### src/rtl/single_cycle_pkg.sv
// Shared types and defaults for the single_cycle run/step front end.
// Holds the run controller state encoding and default timing constants.
package single_cycle_pkg;

    localparam int STATE_W          = 3;
    localparam int DEBOUNCE_DEFAULT = 8;
    localparam int RUN_DIV_DEFAULT  = 1;

    typedef enum logic [STATE_W-1:0] {
        IDLE     = 3'd0,
        STEP     = 3'd1,
        WAIT_REL = 3'd2,
        RUN      = 3'd3,
        HALTED   = 3'd4
    } state_e;

endpackage

### src/rtl/debounce_sync.sv
// Two-flop synchronizer plus debouncer for a bouncy push-button.
// Ports: fastclk, reset (async, active low), din (raw button),
//        stable (debounced level), press / release_pulse (1-cycle edges).
module debounce_sync
    import single_cycle_pkg::*;
#(
    parameter int DEBOUNCE_CYCLES = DEBOUNCE_DEFAULT
) (
    input  logic fastclk,
    input  logic reset,
    input  logic din,
    output logic stable,
    output logic press,
    output logic release_pulse
);

    localparam int CNT_W = $clog2(DEBOUNCE_CYCLES + 1);
    localparam logic [CNT_W-1:0] CNT_LAST = CNT_W'(DEBOUNCE_CYCLES - 1);

    logic [1:0]       sync;
    logic [CNT_W-1:0] cnt;
    logic             stable_q;

    // The counter flips stable on the cycle it would reach
    // DEBOUNCE_CYCLES, so stable changes after exactly that many
    // consecutive disagreeing samples.
    always_ff @(posedge fastclk or negedge reset) begin
        if (!reset) begin
            sync     <= '0;
            cnt      <= '0;
            stable   <= 1'b0;
            stable_q <= 1'b0;
        end else begin
            sync     <= {sync[0], din};
            stable_q <= stable;
            if (sync[1] == stable) begin
                cnt <= '0;
            end else if (cnt == CNT_LAST) begin
                stable <= ~stable;
                cnt    <= '0;
            end else begin
                cnt <= cnt + CNT_W'(1);
            end
        end
    end

    assign press         = stable & ~stable_q;
    assign release_pulse = ~stable & stable_q;

endmodule

### src/rtl/run_step_ctrl.sv
// Run/step controller producing CPU clock-enable pulses from a button.
// Ports: fastclk, reset (async, active low), switch_run, switch_cont,
//        cpu_halt in; cpu_en, step_count, state_out, run_active out.
module run_step_ctrl
    import single_cycle_pkg::*;
#(
    parameter int DEBOUNCE_CYCLES = DEBOUNCE_DEFAULT,
    parameter int RUN_DIV         = RUN_DIV_DEFAULT,
    parameter int COUNT_W         = 32
) (
    input  logic               fastclk,
    input  logic               reset,
    input  logic               switch_run,
    input  logic               switch_cont,
    input  logic               cpu_halt,
    output logic               cpu_en,
    output logic [COUNT_W-1:0] step_count,
    output logic [STATE_W-1:0] state_out,
    output logic               run_active
);

    localparam int DIV_W = (RUN_DIV > 1) ? $clog2(RUN_DIV) : 1;
    localparam logic [DIV_W-1:0] DIV_LAST = DIV_W'(RUN_DIV - 1);

    state_e           state;
    state_e           state_nx;
    logic [DIV_W-1:0] div_cnt;
    logic [DIV_W-1:0] div_nx;
    logic [1:0]       cont_sync;
    logic             sync_cont;
    logic             stable;
    logic             press;
    logic             rel;
    logic             unused_rel;

    debounce_sync #(
        .DEBOUNCE_CYCLES(DEBOUNCE_CYCLES)
    ) u_run_db (
        .fastclk      (fastclk),
        .reset        (reset),
        .din          (switch_run),
        .stable       (stable),
        .press        (press),
        .release_pulse(rel)
    );

    // WAIT_REL leaves on the stable level, so the edge pulse is spare.
    assign unused_rel = rel;
    assign sync_cont  = cont_sync[1];

    always_ff @(posedge fastclk or negedge reset) begin
        if (!reset) begin
            cont_sync  <= '0;
            state      <= IDLE;
            div_cnt    <= '0;
            step_count <= '0;
        end else begin
            cont_sync <= {cont_sync[0], switch_cont};
            state     <= state_nx;
            div_cnt   <= div_nx;
            if (cpu_en) begin
                step_count <= step_count + COUNT_W'(1);
            end
        end
    end

    always_comb begin
        state_nx = state;
        div_nx   = div_cnt;
        case (state)
            IDLE: begin
                if (cpu_halt) begin
                    state_nx = HALTED;
                end else if (press) begin
                    if (sync_cont) begin
                        state_nx = RUN;
                        div_nx   = '0;
                    end else begin
                        state_nx = STEP;
                    end
                end
            end
            STEP: begin
                state_nx = cpu_halt ? HALTED : WAIT_REL;
            end
            WAIT_REL: begin
                if (cpu_halt) begin
                    state_nx = HALTED;
                end else if (!stable) begin
                    state_nx = IDLE;
                end
            end
            RUN: begin
                if (cpu_halt) begin
                    state_nx = HALTED;
                end else if (press) begin
                    state_nx = WAIT_REL;
                end
                if (div_cnt == DIV_LAST) begin
                    div_nx = '0;
                end else begin
                    div_nx = div_cnt + DIV_W'(1);
                end
            end
            HALTED: begin
                state_nx = HALTED;
            end
            default: begin
                state_nx = IDLE;
            end
        endcase
    end

    // Decoded purely from registers so the enable cannot glitch.
    assign cpu_en     = (state == STEP) |
                        ((state == RUN) & (div_cnt == '0));
    assign state_out  = state;
    assign run_active = (state == RUN);

endmodule
### config.mk
export PLATFORM = sky130hd
export DESIGN_NAME = run_step_ctrl
export DESIGN_NICKNAME = d
export VERILOG_FILES = /design/src/rtl/single_cycle_pkg.sv /design/src/rtl/debounce_sync.sv /design/src/rtl/run_step_ctrl.sv
export SDC_FILE = /design/constraint.sdc
export NUM_CORES = 1
export LEC_CHECK = 0
export CAP_MARGIN = 15
export CORE_MARGIN = 3
export CORE_UTILIZATION = 45
export CTS_CLUSTER_DIAMETER = 150
export DETAILED_ROUTE_END_ITERATION = 6
export PLACE_DENSITY_LB_ADDON = 0.05
export SLEW_MARGIN = 0
export SYNTH_ARGS = -nofsm -noshare
export SYNTH_HDL_FRONTEND = slang
export SYNTH_SLANG_ARGS = --single-unit
### constraint.sdc
create_clock -name fastclk -period 2.09 [get_ports fastclk]
set_input_delay 0.418 -clock fastclk [delete_from_list [all_inputs] [get_ports fastclk]]
set_output_delay 0.418 -clock fastclk [all_outputs]
set_load 0.02 [all_outputs]
==> implementation parameters <==
Parameter                              Value

Power
  Clock network fraction of design power ... 0.352
  Internal power component ... roughly 1300 µW
  Switching Fraction ... 0.235
  Relative contribution of combinational cells to total power ... 0.071
  VDD IR-drop max ... between 0.4 and 0.5 mV
  Post-route total power ... ~1700 µW
  Sequential power share ... 0.577
  Leakage component of the power ... 0.00113 µW
  Total power per unit cell area ... between 600 and 700 nW/µm²
  Sw power ... between 300 and 400 µW

Place
  Input/output buffers ... ~40
  Worst slack after detailed placement ... approximately 0.25 ns
  Detailed Place HPWL ... around 2700 µm
  Final estimated routing congestion in global placement ... between 0.7 and 0.8
  Placed Cells incl. Taps ... approximately 260

Clock tree
  Root cell of the clock tree ... sky130_fd_sc_hd__clkbuf_8
  Buffers inserted by post-CTS timing repair ... 0
  Number of buffers on the longest clock path ... 2
  PostCTS Resize Cnt ... 1
  Sinks on the clock net ... 45
  TritonCTS clock tree ... built
  Quantity of hold-fixing buffers added after cts ... 0
  TritonCTS buffer count ... 5
  Clock latency on the worst-skew pair ... about 0.3 ns
  # H-tree levels ... 2
  Clock-pin slew of the registers on the worst-case setup and hold paths ... approximately 0.08 ns

Floorplanning
  Width of the die ... between 70 and 80 µm
  Area of the core ... 4120 µm²
  Initial standard-cell utilization of the core ... 0.476
  Die ar. ... slightly above 5000 µm²
  Top-Level Pins ... 42
  Row Count ... 23
  Vertical extent of the die ... 72.0 µm

Worst setup path
  Buffer and inverter count on the worst path ... 2
  Slowest stage delay, CP ... ~0.42 ns
  Top fanout value on the critical path ... 5
  Endpoint of the most critical register-to-register path ... step_count[31]$_DFFE_PN0N_
  Worst Reg-to-Reg Cells ... 4
  Critical Path RT ... roughly 1.7 ns
  Arr. time, crit path ... ~1.5 ns
  Startpoint type of the worst setup path ... register
  R2r startpoint ... step_count[12]$_DFFE_PN0N_
  Critical path cell sequence ... nand2b_1 > inv_1 > and2_1 > dlygate4sd2_1
  WS Path Type ... register to output pin
  Slowest cell on crit path ... sky130_fd_sc_hd__dfrtp_1
  Nature of the critical path endpoint ... output pin
  Worst reg-to-reg setup slack ... between 0.3 and 0.4 ns
  Largest delay contributor family on the critical path ... buffers and inverters

Layout
  Most frequent standard cell in the layout excluding fill and tap cells ... sky130_fd_sc_hd__dfrtp_1
  Area occupied by multi-input gates ... 763 µm²
  Count of antenna diodes in the layout ... 0
  Area of all sequential standard cells ... ~1100 µm²
  Area growth from synthesis to layout ... 28.0%
  Final Non-Filler Cells ... approximately 260
  Share of final-layout standard cells stronger than drive strength 1 ... 0.0888
  Layout Nets ... 220
  Fill cell total of the finished layout ... between 300 and 400
  Most frequent cells in the layout ... 45 x sky130_fd_sc_hd__dfrtp_1, 38 x sky130_fd_sc_hd__clkdlybuf4s50_1, 29 x sky130_fd_sc_hd__xnor2_1, 15 x sky130_fd_sc_hd__nand4_1, 14 x sky130_fd_sc_hd__nand2_1

Detailed routing
  Sum of routed wire length over all layers ... approximately 3700 µm
  Routed wire length per instance ... approximately 14 µm
  DR DRC count ... 0
  Antenna viol nets, final ... 0
  Vias per Instance ... 5.16
  Total vias in the final route ... between 1000 and 1500
  Iteration count of the initial detailed-routing pass ... 2
  Drt first-iter violations ... 34

Synthesis
  EDFF count, synth ... 0
  Synthesized area divided by synthesized cell count ... between 10 and 15 µm²
  Most used flip-flop cell after synthesis ... sky130_fd_sc_hd__dfrtp_1
  Ys async rst share ... 1.00
  Flop and latch count out of synthesis ... between 40 and 50
  Post-synthesis instance area ... 1960 µm²
  Portion of the post-synthesis area used by sequential elements ... 0.574
  Cell accounting for the most synthesized area ... sky130_fd_sc_hd__dfrtp_1
  Yosys warning count ... 0
  Post-synth net total ... 173
  Area share of the largest cell type after synthesis ... 0.574
  Post-synthesis cell count ... between 150 and 200
  Number of different library cells in the post-synthesis netlist ... 25
  Synth top area cells ... sky130_fd_sc_hd__dfrtp_1 57%, sky130_fd_sc_hd__xnor2_1 13%, sky130_fd_sc_hd__nand4_1 4.8%

Timing
  Shortest clock period the worst path allows after layout ... between 1.5 and 2 ns
  Worst clock skew on the final layout ... between 0.01 and 0.015 ns
  Final setup violation count ... 0
  FMAX ... ~540 MHz
  Summed negative setup slack over all endpoints ... 0 ns
  Post-route worst setup slack ... 0.222 ns
  Final hold violation count ... 0
  Post-route fraction of the period consumed by the critical path ... 0.894
  RSZ-0062 raised after global routing ... false
  Worst slew margin relative to its limit ... 0.665
  Transition time of the tightest slew-check pin ... 0.502 ns
  Slew Viols, Final ... 0

GRT
  M3 GR Usage ... 0.0457
  Most congested layer reported by global routing ... met2
  Via count of the first global-routing pass ... ~1400
  Antenna violations before repair ... 0
  Met1 capacity usage during global routing ... 0.185
  Aggregate global routing overflow ... 0
  Largest net degree at the start of global routing ... 24
  Overall fraction of global-route tracks in use ... 0.155
  GR met2 Demand/Resource ... 0.264
  Wire length of the first global-routing pass ... slightly above 6000 µm

Hold path
  Min-Delay Path Class ... primary input to async pin

Run status
  Outcome ... finished clean

Run
  Max Cap Violations ... 0
==> power groups by stage <==
| stage | clock (µW) | sequential (µW) | combinational [µW] |
|---|---|---|---|
| CTS | 608 | 956 | 122 |
| detailed placement | 0 | 973 | 120 |
| global route | 640 | 963 | 133 |
| finish | 583 | 956 | 117 |
| floorplan | 0 | 962 | 73.0 |
| global placement | 0 | 967 | 112 |
==> layer usage <==
layer | share of wire | vias up
met1 | 0.44 | 670
met2 | 0.51 | 24
li1 | - | 661
met5 | 0 | -
met4 | 0.014 | 0
met3 | 0.041 | 7
==> flip-flops by register name, indices dropped and copies added (netlist names) <==
signal / flops
u_run_db.sync: 2
step_count: 32
cont_sync: 2
u_run_db.stable_q: 1
u_run_db.stable: 1
u_run_db.cnt: 4
state_out: 3
==> final cells by class <==
class	count	share of cell area
Sequential cell	45	0.449
Timing Repair Buffer	46	0.177
Tap cell	50	0.0249
Inverter	3	0.00449
Clock inverter	1	0.00200
Clock buffer	7	0.0384
Multi-Input combinational cell	112	0.304
==> through the flow <==
stage	util	cell area [µm²]	hold WS (ns)
3_3_place_gp	0.585	2410	0.335
3_5_place_dp	0.585	2410	0.340
5_1_grt	0.610	2510	0.0960
4_1_cts	0.609	2510	0.0810
6_report	0.610	2510	0.0751
2_1_floorplan	-	1960	0.122
==> synth_stat cells, types with 2 or more instances <==
cell and number:
sky130_fd_sc_hd__a21oi_1 3, sky130_fd_sc_hd__and2_1 4, sky130_fd_sc_hd__and3_1 6, sky130_fd_sc_hd__and4_1 2
sky130_fd_sc_hd__buf_4 2, sky130_fd_sc_hd__buf_6 4, sky130_fd_sc_hd__dfrtp_1 45, sky130_fd_sc_hd__ha_1 2
sky130_fd_sc_hd__inv_1 3, sky130_fd_sc_hd__nand2_1 14, sky130_fd_sc_hd__nand3_1 10, sky130_fd_sc_hd__nand4_1 15
sky130_fd_sc_hd__nor2_1 7, sky130_fd_sc_hd__nor3_1 6, sky130_fd_sc_hd__nor4_4 2, sky130_fd_sc_hd__xnor2_1 29
sky130_fd_sc_hd__xor2_1 4
==> worst max-delay path by stage <==
stage                                  start  slack (ns)  depth (start not counted)         end
global placement    state_out[2]$_DFFE_PN0P_        0.28                          4  run_active
finish              state_out[2]$_DFFE_PN0P_        0.22                          4  run_active
CTS                 state_out[2]$_DFFE_PN0P_        0.02                          3      cpu_en
global route        state_out[2]$_DFFE_PN0P_        0.12                          4  run_active
detailed placement  state_out[2]$_DFFE_PN0P_        0.25                          4  run_active
floorplan           state_out[2]$_DFFE_PN0P_        0.41                          4  run_active
==> kinds of logic after synthesis <==
kind of cell             after synthesis  share of synthesized area
AND/OR/NAND/NOR                       70                      0.206
flip-flops                            45                      0.574
XOR/XNOR                              33                      0.147
buffers and inverters                  9                     0.0364
AO/OA/AOI/OAI                          6                     0.0172
adder cells (fa/ha/maj)                2                     0.0128
multiplexers                           1                    0.00574
(Power assumes the default switching activity.)
